File: config.mk
export PLATFORM = sky130hd
export DESIGN_NAME = inc_sequencer
export DESIGN_NICKNAME = d
export VERILOG_FILES = /design/src/rtl/inc_sequencer.sv
export SDC_FILE = /design/constraint.sdc
export NUM_CORES = 1
export LEC_CHECK = 0
export ABC_AREA = 0
export BUFFER_PORTS_ARGS = -buffer_cell sky130_fd_sc_hd__buf_2
export CORE_MARGIN = 8
export CORE_UTILIZATION = 60
export DETAILED_ROUTE_END_ITERATION = 16
export GPL_TIMING_DRIVEN = 0
export PLACE_DENSITY = 0.81
export SLEW_MARGIN = 25
export SYNTH_ARGS = -nofsm -noshare
export SYNTH_HDL_FRONTEND = slang
export SYNTH_SLANG_ARGS = --single-unit
export TNS_END_PERCENT = 5
File: constraint.sdc
create_clock -name clock -period 3.8 [get_ports clock]
set_clock_uncertainty 0.2 [all_clocks]
set_input_delay 0.57 -clock clock [delete_from_list [all_inputs] [get_ports clock]]
set_output_delay 0.57 -clock clock [all_outputs]
set_load 0.005 [all_outputs]
File: src/rtl/inc_sequencer.sv
// Tiny programmable incrementer: a 3-state FSM steps through a small
// instruction memory of INC / JNO / HALT / NOP words driving an accumulator.
module inc_sequencer #(
  parameter int DATA_W = 4,
  parameter int PC_W   = 3,
  parameter logic [DATA_W-1:0] STEP = {{(DATA_W-1){1'b0}}, 1'b1}
) (
  input  logic              clock,
  input  logic              reset_n,
  input  logic              run,
  input  logic              prog_we,
  input  logic [PC_W-1:0]   prog_addr,
  input  logic [PC_W+1:0]   prog_wdata,
  output logic [DATA_W-1:0] acc,
  output logic              status,
  output logic [PC_W-1:0]   pc,
  output logic              halted
);

  localparam int DEPTH = 2 ** PC_W;
  localparam int IW    = PC_W + 2;

  localparam logic [1:0] OP_INC  = 2'b00;
  localparam logic [1:0] OP_JNO  = 2'b01;
  localparam logic [1:0] OP_HALT = 2'b10;
  localparam logic [1:0] OP_NOP  = 2'b11;

  localparam logic [PC_W-1:0]   PC_ZERO   = {PC_W{1'b0}};
  localparam logic [PC_W-1:0]   PC_ONE    = {{(PC_W-1){1'b0}}, 1'b1};
  localparam logic [DATA_W-1:0] ACC_ZERO  = {DATA_W{1'b0}};
  localparam logic [IW-1:0]     HALT_WORD = {OP_HALT, PC_ZERO};

  typedef enum logic [1:0] {
    IDLE = 2'd0,
    EXEC = 2'd1,
    HALT = 2'd2
  } state_t;

  state_t              state_r;
  logic [IW-1:0]       mem_r [DEPTH];
  logic [DATA_W-1:0]   acc_r;
  logic                status_r;
  logic [PC_W-1:0]     pc_r;
  logic                halted_r;

  logic [IW-1:0]       instr_s;
  logic [1:0]          opcode_s;
  logic [PC_W-1:0]     target_s;
  logic [PC_W-1:0]     pc_inc_s;
  logic [DATA_W:0]     sum_s;

  // Instruction fetch and datapath arithmetic for the current pc
  always_comb begin
    instr_s  = mem_r[pc_r];
    opcode_s = instr_s[IW-1 -: 2];
    target_s = instr_s[PC_W-1:0];
    pc_inc_s = pc_r + PC_ONE;
    sum_s    = {1'b0, acc_r} + {1'b0, STEP};
  end

  // Program memory: reset fills every word with HALT; writes land only while idle
  always_ff @(posedge clock or negedge reset_n) begin
    if (!reset_n) begin
      for (int i = 0; i < DEPTH; i++) begin
        mem_r[i] <= HALT_WORD;
      end
    end else if (prog_we && (state_r == IDLE)) begin
      mem_r[prog_addr] <= prog_wdata;
    end
  end

  // Sequencer FSM with registered accumulator, flag, pc and halted output
  always_ff @(posedge clock or negedge reset_n) begin
    if (!reset_n) begin
      state_r  <= IDLE;
      acc_r    <= ACC_ZERO;
      status_r <= 1'b0;
      pc_r     <= PC_ZERO;
      halted_r <= 1'b0;
    end else begin
      case (state_r)
        IDLE: begin
          halted_r <= 1'b0;
          if (run) begin
            acc_r    <= ACC_ZERO;
            status_r <= 1'b0;
            pc_r     <= PC_ZERO;
            state_r  <= EXEC;
          end
        end
        EXEC: begin
          // Dropping run abandons the pending instruction with all state held
          if (!run) begin
            state_r  <= IDLE;
            halted_r <= 1'b0;
          end else begin
            case (opcode_s)
              OP_INC: begin
                acc_r <= sum_s[DATA_W-1:0];
                pc_r  <= pc_inc_s;
                if (sum_s[DATA_W]) begin
                  status_r <= 1'b1;
                end
              end
              OP_JNO: begin
                pc_r <= status_r ? pc_inc_s : target_s;
              end
              OP_HALT: begin
                state_r  <= HALT;
                halted_r <= 1'b1;
              end
              OP_NOP: begin
                pc_r <= pc_inc_s;
              end
              default: begin
                state_r  <= IDLE;
                halted_r <= 1'b0;
              end
            endcase
          end
        end
        HALT: begin
          if (!run) begin
            state_r  <= IDLE;
            halted_r <= 1'b0;
          end else begin
            halted_r <= 1'b1;
          end
        end
        default: begin
          state_r  <= IDLE;
          halted_r <= 1'b0;
        end
      endcase
    end
  end

  assign acc    = acc_r;
  assign status = status_r;
  assign pc     = pc_r;
  assign halted = halted_r;

endmodule

### Yosys cells after proc, flatten, opt, wreduce, memory -nomap -nowiden

Index checks and enable logic that the tools add are counted.

| word-level totals | value |
|---|---|
| register bits after elaboration | 51 |
| bits of input ports | 12 |
| output and inout bits | 9 |
| word-level logic and storage cells | 71 |

| operators by class | value |
|---|---|
| add/sub/neg operators | 2 |
| order comparisons | 3 |
| equality and inequality tests | 12 |
| mux-type cells | 29 |
| bitwise operators | 2 |
| reductions and logical operators | 10 |

Operators with widths:

| cell | number |
|---|---|
| 40-bit bitwise mux | 1 |
| 5-bit binary-select mux with 3-bit select | 1 |
| 5-bit demux with 3-bit select | 1 |
| 5-bit two-way mux | 3 |
| 4-bit two-way mux | 3 |
| 3-bit one-hot mux with 2 select lines | 2 |
| 2-bit inequality test (second input constant) | 5 |
| 3-bit two-way mux | 3 |
| 4-bit greater-or-equal comparator (second input constant) | 2 |
| 2-bit two-way mux | 4 |
| 3-bit inverter with 4-bit output | 2 |
| 4-bit one-hot mux with 2 select lines | 1 |
| 4-bit AND reduction | 2 |
| 1-bit two-way mux | 7 |
| 2-bit equality test (second input constant) | 3 |
| 3-bit by 2-bit inequality test with 1-bit output (second input constant) | 2 |
| 2-bit one-hot mux with 3 select lines | 1 |
| 4-bit by 1-bit adder with 5-bit output (second input constant) | 1 |
| 5-bit AND reduction | 1 |
| 2-bit by 1-bit equality test with 1-bit output (second input constant) | 2 |
| 2-bit zero test | 2 |
| 4-bit by 1-bit < comparator with 1-bit output (second input constant) | 1 |
| 1-bit one-hot mux with 2 select lines | 2 |
| 3-bit by 1-bit adder with 3-bit output (second input constant) | 1 |
| 4 further kinds | 5 |

### Depth between registers and ports, before layout

Gate-level depths: netlist (run 1).

| logic depth | value |
|---|---|
| word-level depth | 9 |
| gate-level depth with buffers | 10 |
| depth with buffers taken out | 9 |

### Worst setup path after synthesis (run 1)

OpenSTA, ideal clock, no wires.

| timing path | value |
|---|---|
| path type | register to register |
| start | register pc_r[0], in the netlist pc[0] |
| end | register pc_r[2], in the netlist pc[2] |
| library setup time | 0.121 ns |
| arrival time | 2.223 ns |
| data required time | 3.479 ns |
| setup slack | 1.256 ns |
| cell stages (with the launch flop) | 10 |
| path buffers | 1 |
| clock period less this slack | 2.544 ns |
| path through | dfrtp_1 -> buf_6 -> mux4_1 -> nand2_1 -> and2_1 -> ha_1 -> and2b_2 -> o211ai_1 -> o221ai_1 -> a22o_1 |

| on the way | value |
|---|---|
| cells in the longest elaborated chain, start to end | 9 |
| elaborated cells between the ends (all ways) | 15 |
| classes of those cells | add/sub (1); eq/ne (3); mux (7); bitwise (1); reduce/logical (3) |

RTL lines:

| element | line | RTL |
|---|---|---|
| start, declared | 43 | `logic [PC_W-1:0] pc_r;` |
| start signal, assigned | 100 | `pc_r <= pc_inc_s;` |
| start signal, assigned | 106 | `pc_r <= status_r ? pc_inc_s : target_s;` |
| start signal, assigned | 113 | `pc_r <= pc_inc_s;` |
| 3-bit inverter with 4-bit output (not written as such) | 54 | `instr_s = mem_r[pc_r];` |
| 5-bit binary-select mux with 3-bit select | 54 |  |
| 5-bit two-way mux (not written as such) (2 in a row) | 54 |  |
| 2-bit equality test or 2-bit zero test (tied branches) | 97 | `case (opcode_s)` |
| 2-bit OR reduction (no line) | n/a |  |
| 3-bit one-hot mux with 2 select lines | 97 |  |
| 3-bit two-way mux | 93 | `if (!run) begin` |
| 3-bit one-hot mux with 2 select lines | 81 | `case (state_r)` |

Several ways; a longest one is shown, not always the timed one. The select of a mux whose other input is x is not followed.
A chain may end at the register's enable or synchronous reset.

### Worst setup path after layout (run 1)

Same ends and word-level chain as after synthesis.

==> results of run 1 <==
worst paths after layout:
path	from	endpoint	slack, ps
min in group clock	mem_r[13]$_DFFE_PN0P_	mem_r[13]$_DFFE_PN0P_	310
setup / recovery	pc[0]$_DFFE_PN0P_	pc[2]$_DFFE_PN0P_	1060
hold / removal	reset_n	acc[1]$_DFFE_PN0P_	70
hold reg to reg	mem_r[13]$_DFFE_PN0P_	mem_r[13]$_DFFE_PN0P_	310
max in group asynchronous	reset_n	mem_r[7]$_DFFE_PN0P_	2890
setup reg to reg	pc[0]$_DFFE_PN0P_	pc[2]$_DFFE_PN0P_	1060
synth_stat cells (3+ instances only):
cell	n
buf_2	3
dfrtp_1	43
mux2_4	10
dfstp_2	8
mux4_2	6
mux2_2	30
ha_1	8
o21ai_0	9
nand2_1	11
mux4_1	4
mux2i_1	4
inv_1	9
nor2_1	10
final cells by class:
class                      instances  area [um2]
sequential                        51        1290
fill                             281        1220
multi-input combinational        121        1200
timing repair buffer              20         103
clock buffer                       5        68.8
tap                               50        62.6
clock inverter                     3        43.8
buffer                             6        43.8
inverter                           9        33.8
worst max-delay path, stage by stage, from the launching register on:
cell	delay [ps]
dfrtp_1	400
buf_6	180
mux4_1	570
nand2_1	90
and2_1	170
ha_1	280
and2b_2	260
mux2i_1	160
o221ai_1	140
a22o_1	190
flip-flops by register name (all words and copies together) (netlist names):
register	count
acc	4
halted	1
mem_r	40
pc	3
state_r	2
status	1
cell families (layout without fill, tap and decap cells):
logic type	Yosys count	count (layout)	synth area share
adders and majority gates	8	8	0.0391
xor gates and xnor gates	2	2	0.00684
AOI/OAI and AO/OA	21	21	0.0533
and+or+nand+nor	36	36	0.0684
buffers and inverters	15	43	0.0303
DFF	51	51	0.502
muxes	54	54	0.300
per-layer routing:
layer / GRT usage / vias up
li1: - / 732
met1: 0.201 / 846
met2: 0.286 / 46
met3: 0.0309 / 6
met4: 0.0786 / 0
met5: 0 / -
metrics by stage:
| stage | total power [mW] | hold WS [ps] |
|---|---|---|
| after floorplan | 1.70 | 74.4 |
| after global routing | 2.48 | 123 |
| after detailed placement | 1.95 | 291 |
| final | 2.33 | 67.6 |
| after CTS | 2.33 | 304 |
| after global placement | 1.87 | 281 |
power groups by stage:
stage | clock network [mW] | registers (mW) | logic, mW
detailed placement | 0 | 0.966 | 0.988
floorplan | 0 | 0.918 | 0.784
global route | 0.401 | 0.988 | 1.09
global placement | 0 | 0.936 | 0.933
finish | 0.371 | 0.958 | 0.996
CTS | 0.380 | 0.954 | 0.999
==> flow_summary.yaml, run 1 <==
clock_tree:
  clock-sinks: 51
  htree_levels: 2
  clk_latency_ps: 310
  cts_resized: 0
  clk_pin_slew_ps: 90
  clockRootBuffer: "clkbuf_8"
  hold_buffers: 0
  cts_setup_buffers: 0
  cts_max_path_buffers: 2
  numCtsBuffers: 5
  cts_tree: "yes"
floorplan:
  start_util: 0.631
  core_um2: 4060
  rows: 23
  io_pins: 21
  die_w_um: 81.3
  die-area_um2: 6620
  die_y_um: 81.3
finish:
  layout_common_cells: "43 x dfrtp_1, 30 x mux2_2, 22 x buf_2"
  stdcell_area_um2: 2840
  syn_to_final_growth_pct: 10.8
  layout-drive-gt1-share: 0.419
  antennaDiodeCount: 0
  fin_util: 0.700
  layout_commonest_cell: "dfrtp_1"
  fin_nets: 234
  instances_no_fill: 265
grt:
  grtUsageTotal: 0.168
  grt_pass1_wl_um: 8350
  grt_pass1_vias: 1670
  overflow: 0
  grt_antenna_before_repair: 0
  grt_max_degree: 52
setup_path:
  worstSetupPathType: "register to register"
  crit_path_end_kind: "register"
  start_kind: "register"
  crit_fanout: 8
  crit_required_ps: 3800
  arrival_ps: 2740
  r2r_cells: 9
logic_synthesis:
  synth_area_um2: 2560
  syn_area_per_cell_um2: 13.7
  synthTopCellsByArea: "dfrtp_1 42%, mux2_2 13%, dfstp_2 8.2%"
  synth_top_area_share: 0.420
  synth-edff-count: 0
  synthCells: 187
  synth_seq_area_share: 0.502
  ys_warn_count: 0
  ys_ff_latch: 51
  synth.largest_area_cell: "dfrtp_1"
  synth-async-reset-ratio: 1.00
  synth_nets: 207
  yosys_most_used_dff: "dfrtp_1"
  synth_cell_types: 36
outcome:
  status: "completed"
pwr:
  power_leakage_nw: 1.30
  power_frac_clock: 0.160
  pwr-share-seq: 0.412
  swShare: 0.333
  power.density_nw_per_um2: 819
  ir_drop_uv: 490
  power_switching_uw: 773
  intPower_mw: 1.55
  comb_power_share: 0.428
placement:
  post-place-ws_ps: 1080
  portBuffers: 20
  placed_cell_area_um2: 2720
  place_inst: 257
  dp_hpwl_um: 3670
  gp_congestion: 0.809
routing:
  drtIter0Drc: 133
  top_layer: "met4"
  firstDrtPassIters: 4
  vias: 1630
  wl_met1_um: 2180
  postRouteWirelength_um: 5180
  ant_nets: 0
  wl_met2_um: 2670
  wl_per_cell_um: 19.5
  drc: 0
  vias_per_cell: 6.15
  wl_met3_um: 267
hold_path:
  hp-class: "input port to async pin"
sta:
  rsz0062_at_grt: "false"
  tightest_slew_ps: 638
  relSlewSlack: 0.575
  worst_slack_ps: 1060
  period_share: 0.721
  max_freq_mhz: 365
  finalMaxSlewViolations: 0
  period_needed_ps: 2740
  setup_viol: 0
  fin_tns_setup_ps: 0
  finalHoldViolCount: 0
job:
  drv_cap: 0
Power figures use the tool's default switching activity.
==> inputs of run 2 (changes only) <==
Settings changed: CORE_UTILIZATION 60 to 59, PLACE_DENSITY 0.81 to 0.8.
Clock period 3.8 ns to 2.8 ns, I/O delays scaled along.
==> run 2 against run 1 <==
Compared with the run above:
- critical endpoint unchanged
- largest cell class unchanged
- cell count increased by 2.3%
- highest routed layer unchanged
- via count rose by 0.49%
- sequential power grew 37%
- sequential share of layout area down 0.63 points
- non-clock buffer count increased by 4
- die area increased by 1.4%
==> flow_summary.yaml, run 2 (synthesis gave the netlist of run 1 again) <==
clock_tree:
  numCtsBuffers: 5
  htree_levels: 2
  cts_max_path_buffers: 2
  clockRootBuffer: "clkbuf_8"
  clk_pin_slew_ps: 90
  clk_latency_ps: 310
  clock-sinks: 51
  cts_tree: "yes"
sta:
  relSlewSlack: 0.577
  finalMaxSlewViolations: 0
  period_needed_ps: 2690
  period_share: 0.960
  holdWs_ps: 208
  finalHoldViolCount: 0
  tightest_slew_ps: 635
  worst_slack_ps: 112
  max_freq_mhz: 372
  fin_tns_setup_ps: 0
  setup_viol: 0
floorplan:
  die_w_um: 81.9
  die-area_um2: 6710
  core_um2: 4260
  die_y_um: 81.9
  rows: 24
  start_util: 0.601
  io_pins: 21
placement:
  post-place-ws_ps: 99.2
  place_inst: 259
  portBuffers: 20
  dp_hpwl_um: 3630
  placed_cell_area_um2: 2730
  gp_congestion: 0.797
outcome:
  status: "completed"
finish:
  largest_reg_flops: 40
  syn_to_final_growth_pct: 12.4
  layout-drive-gt1-share: 0.438
  stdcell_area_um2: 2880
  instances_no_fill: 271
  fin_util: 0.675
  fin_nets: 238
  layout_commonest_cell: "dfrtp_1"
  largest_register: "mem_r"
  antennaDiodeCount: 0
  layout_common_cells: "43 x dfrtp_1, 30 x mux2_2, 22 x buf_2"
  n_fill_cell: 292
routing:
  vias_per_cell: 6.04
  ant_nets: 0
  drc: 0
  wl_per_cell_um: 19.3
  postRouteWirelength_um: 5230
  firstDrtPassIters: 4
  vias: 1638
  drtIter0Drc: 104
grt:
  grt_max_degree: 52
  grt_pass1_vias: 1734
  grt_antenna_before_repair: 0
  overflow: 0
  grt_pass1_wl_um: 8510
  grtUsageTotal: 0.170
setup_path:
  start_kind: "register"
  arrival_ps: 2690
  crit_required_ps: 2810
  worstSetupPathType: "register to register"
  crit_fanout: 7
  crit_path_end_kind: "register"
pwr:
  ir_drop_uv: 523
  power.density_nw_per_um2: 1120
  finalPower_mw: 3.23
  power_leakage_nw: 1.32
hold_path:
  hp-class: "input port to register"
job:
  drv_cap: 0
==> run 2: cell types whose count changed in the layout (fill, tap and decap cells not counted), sizes merged <==
cell | previous run | this run
buf | 24 | 27
clkinv | 2 | 1
dlygate4sd3 | 0 | 1
inv | 9 | 10
==> run 2: path summary, 6_finish.rpt <==
check	startpoint	to	slack, ps	cells after the start
max in group asynchronous	reset_n	mem_r[17]$_DFFE_PN0P_	1500	2
min	run	state_r[1]$_DFFE_PN0P_	210	2
max	pc[0]$_DFFE_PN0P_	pc[2]$_DFFE_PN0P_	110	9
min reg2reg	mem_r[5]$_DFFE_PN0P_	mem_r[5]$_DFFE_PN0P_	310	1
min in group asynchronous	reset_n	acc[2]$_DFFE_PN0P_	460	2
max reg2reg	pc[0]$_DFFE_PN0P_	pc[2]$_DFFE_PN0P_	110	9
==> run 2: repair_timing <==
action | 4_1_cts | 5_1_grt
setup endpoints to repair | 0 | 1
hold buffers | 0 | 1
resized for setup | 0 | 3
buffers inserted | 0 | 3
hold endpoints to repair | 0 | 43
==> run 2: per-layer routing <==
metal	vias to the layer above	part of all wire	track usage
met3	16	0.052	0.0405
met4	0	0.027	0.0825
met1	838	0.41	0.195
li1	748	-	-
met5	-	0	0
met2	36	0.51	0.293
==> run 2: report_power, final <==
part / total (mW) / switching [mW] / internal (mW)
combinational: 1.39 / 0.616 / 0.772
clock: 0.530 / 0.258 / 0.271
sequential: 1.31 / 0.197 / 1.11
==> run 2: final cells by class <==
type                            instances  area, um2  share of cell area
Tap cell                               52       65.1              0.0226
Buffer                                  6       43.8              0.0152
Timing Repair Buffer                   24        135              0.0469
Inverter                                9       33.8              0.0117
Clock inverter                          3       47.5              0.0165
Clock buffer                            5       68.8              0.0239
Multi-Input combinational cell        121       1200               0.416
Sequential cell                        51       1290               0.447
==> run 2: critical path, cell delays in order (launching register included) <==
cell and delay [ps]:
dfrtp_1 400, buf_6 160, mux4_1 570, nand2_1 90, and2_4 140, ha_1 250
and2b_2 250, o211ai_1 200, o221ai_1 140, a22o_1 190
==> inputs of run 3 (changes only) <==
Settings changed: BUFFER_PORTS_ARGS -buffer_cell sky130_fd_sc_hd__buf_2 to -buffer_cell sky130_fd_sc_hd__buf_4.
==> run 3 against run 2 <==
Compared with the run above:
- first-iteration DRC count is 0.96% higher
- non-clock buffer count is 2 higher
- clock-buffer cell count is 1 higher
==> flow_summary.yaml, run 3 (synthesis gave the netlist of run 1 again) <==
outcome:
  status: "completed"
placement:
  dp_hpwl_um: 3670
  post-place-ws_ps: 50.5
  portBuffers: 20
  gp_congestion: 0.799
  place_inst: 259
routing:
  ant_nets: 0
  vias_per_cell: 5.96
  firstDrtPassIters: 4
  postRouteWirelength_um: 5390
  wl_per_cell_um: 19.7
  drc: 0
  drtIter0Drc: 105
  vias: 1628
setup_path:
  arrival_ps: 2660
  crit_fanout: 7
  worstSetupPathType: "register to register"
  r2r_cells: 9
  rr_endpoint: "pc[2]$_DFFE_PN0P_"
  r2r_setup_slack_ps: 130
  crit_path_end_kind: "register"
  start_kind: "register"
  crit_required_ps: 2800
  rr_startpoint: "pc[0]$_DFFE_PN0P_"
clock_tree:
  clk_latency_ps: 300
  numCtsBuffers: 5
  clockRootBuffer: "clkbuf_8"
  clock-sinks: 51
  cts_max_path_buffers: 2
  clk_pin_slew_ps: 90
  cts_tree: "yes"
  htree_levels: 2
floorplan:
  io_pins: 21
  die-area_um2: 6710
  core_um2: 4260
  rows: 24
  start_util: 0.601
  die_w_um: 81.9
  die_y_um: 81.9
finish:
  ff_latch_area_um2: 1290
  largest_register: "mem_r"
  fin_util: 0.691
  syn_to_final_growth_pct: 15.0
  multi_input_area_um2: 1200
  layout-drive-gt1-share: 0.466
  antennaDiodeCount: 0
  instances_no_fill: 273
  layout_common_cells: "43 x dfrtp_1, 30 x mux2_2, 25 x buf_4"
  layout_commonest_cell: "dfrtp_1"
  n_fill_cell: 306
  largest_reg_flops: 40
  fin_nets: 240
sta:
  setup_viol: 0
  max_freq_mhz: 375
  relSlewSlack: 0.574
  fin_tns_setup_ps: 0
  tightest_slew_ps: 639
  finalHoldViolCount: 0
  period_needed_ps: 2670
  worst_slack_ps: 134
  finalMaxSlewViolations: 0
  period_share: 0.952
job:
  drv_cap: 0
pwr:
  power.density_nw_per_um2: 1150
  power_leakage_nw: 1.33
  ir_drop_uv: 597
hold_path:
  hp-class: "input port to register"
  worstHoldPathCells: 2
  holdPathEnd: "state_r[1]$_DFFE_PN0P_"
  hold_start: "run"
grt:
  grt_antenna_before_repair: 0
  grt_max_degree: 52
  grtUsageTotal: 0.165
  grt_pass1_wl_um: 8300
  grt_pass1_vias: 1648
  overflow: 0
-- run 3: cell types whose count changed in the layout (fill, tap and decap cells not counted), sizes merged --
cell	before	now
clkbuf	7	8
buf	27	29
inv	10	9
-- run 3: stage by stage --
stage                     cell area (um2)  power, mW  hold WS [ps]
final                                2950       3.38           191
after global routing                 2950       3.59           191
after CTS                            2900       3.21           191
after detailed placement             2780       2.67           283
after global placement               2780       2.56           262
after floorplan                      2560       2.31         -75.6
-- run 3: where the power goes --
group / leakage [nW] / total (mW) / internal, mW / switching [mW]
registers: 0.619 / 1.30 / 1.11 / 0.192
logic: 0.651 / 1.55 / 0.863 / 0.685
clock network: 0.0612 / 0.525 / 0.289 / 0.236
-- run 3: area by class of cell --
| class | instances | share of cell area |
|---|---|---|
| plain buffers | 6 | 0.0149 |
| clock buffers | 6 | 0.0280 |
| clock inverters | 2 | 0.0119 |
| inverters | 9 | 0.0115 |
| multi-input cells | 121 | 0.408 |
| flip-flops and latches | 51 | 0.437 |
| well taps | 52 | 0.0221 |
| repair buffers | 26 | 0.0671 |
-- run 3: worst max path at each step --
stage                                 start                 to  depth (start not counted)
after floorplan           pc[0]$_DFFE_PN0P_  pc[2]$_DFFE_PN0P_                          9
after global placement    pc[0]$_DFFE_PN0P_  pc[2]$_DFFE_PN0P_                          9
after detailed placement  pc[0]$_DFFE_PN0P_  pc[2]$_DFFE_PN0P_                          9
after CTS                 pc[0]$_DFFE_PN0P_  pc[2]$_DFFE_PN0P_                          9
after global routing      pc[0]$_DFFE_PN0P_  pc[2]$_DFFE_PN0P_                          9
final                     pc[0]$_DFFE_PN0P_  pc[2]$_DFFE_PN0P_                          9
-- run 3: layer usage --
| metal | track usage | wire length, um |
|---|---|---|
| met5 | 0 | 0 |
| met4 | 0.0474 | 70 |
| met2 | 0.283 | 2690 |
| met1 | 0.196 | 2300 |
| met3 | 0.0492 | 336 |
-- run 3: repair_timing --
action | in CTS | in global routing
hold buffers | 1 | 0
endpoints found under the setup margin | 0 | 1
hold endpoints to repair | 43 | 0
setup buffers | 0 | 5
resized for setup | 0 | 8
-- run 3: worst max-delay path, cell delays in order, from the launching register on --
cell and delay, ps:
dfrtp_1 400, buf_6 160, mux4_2 540, nand2_2 100
and2_4 170, ha_4 200, and2b_2 240, o211ai_1 180
o221ai_1 140, a22o_1 220
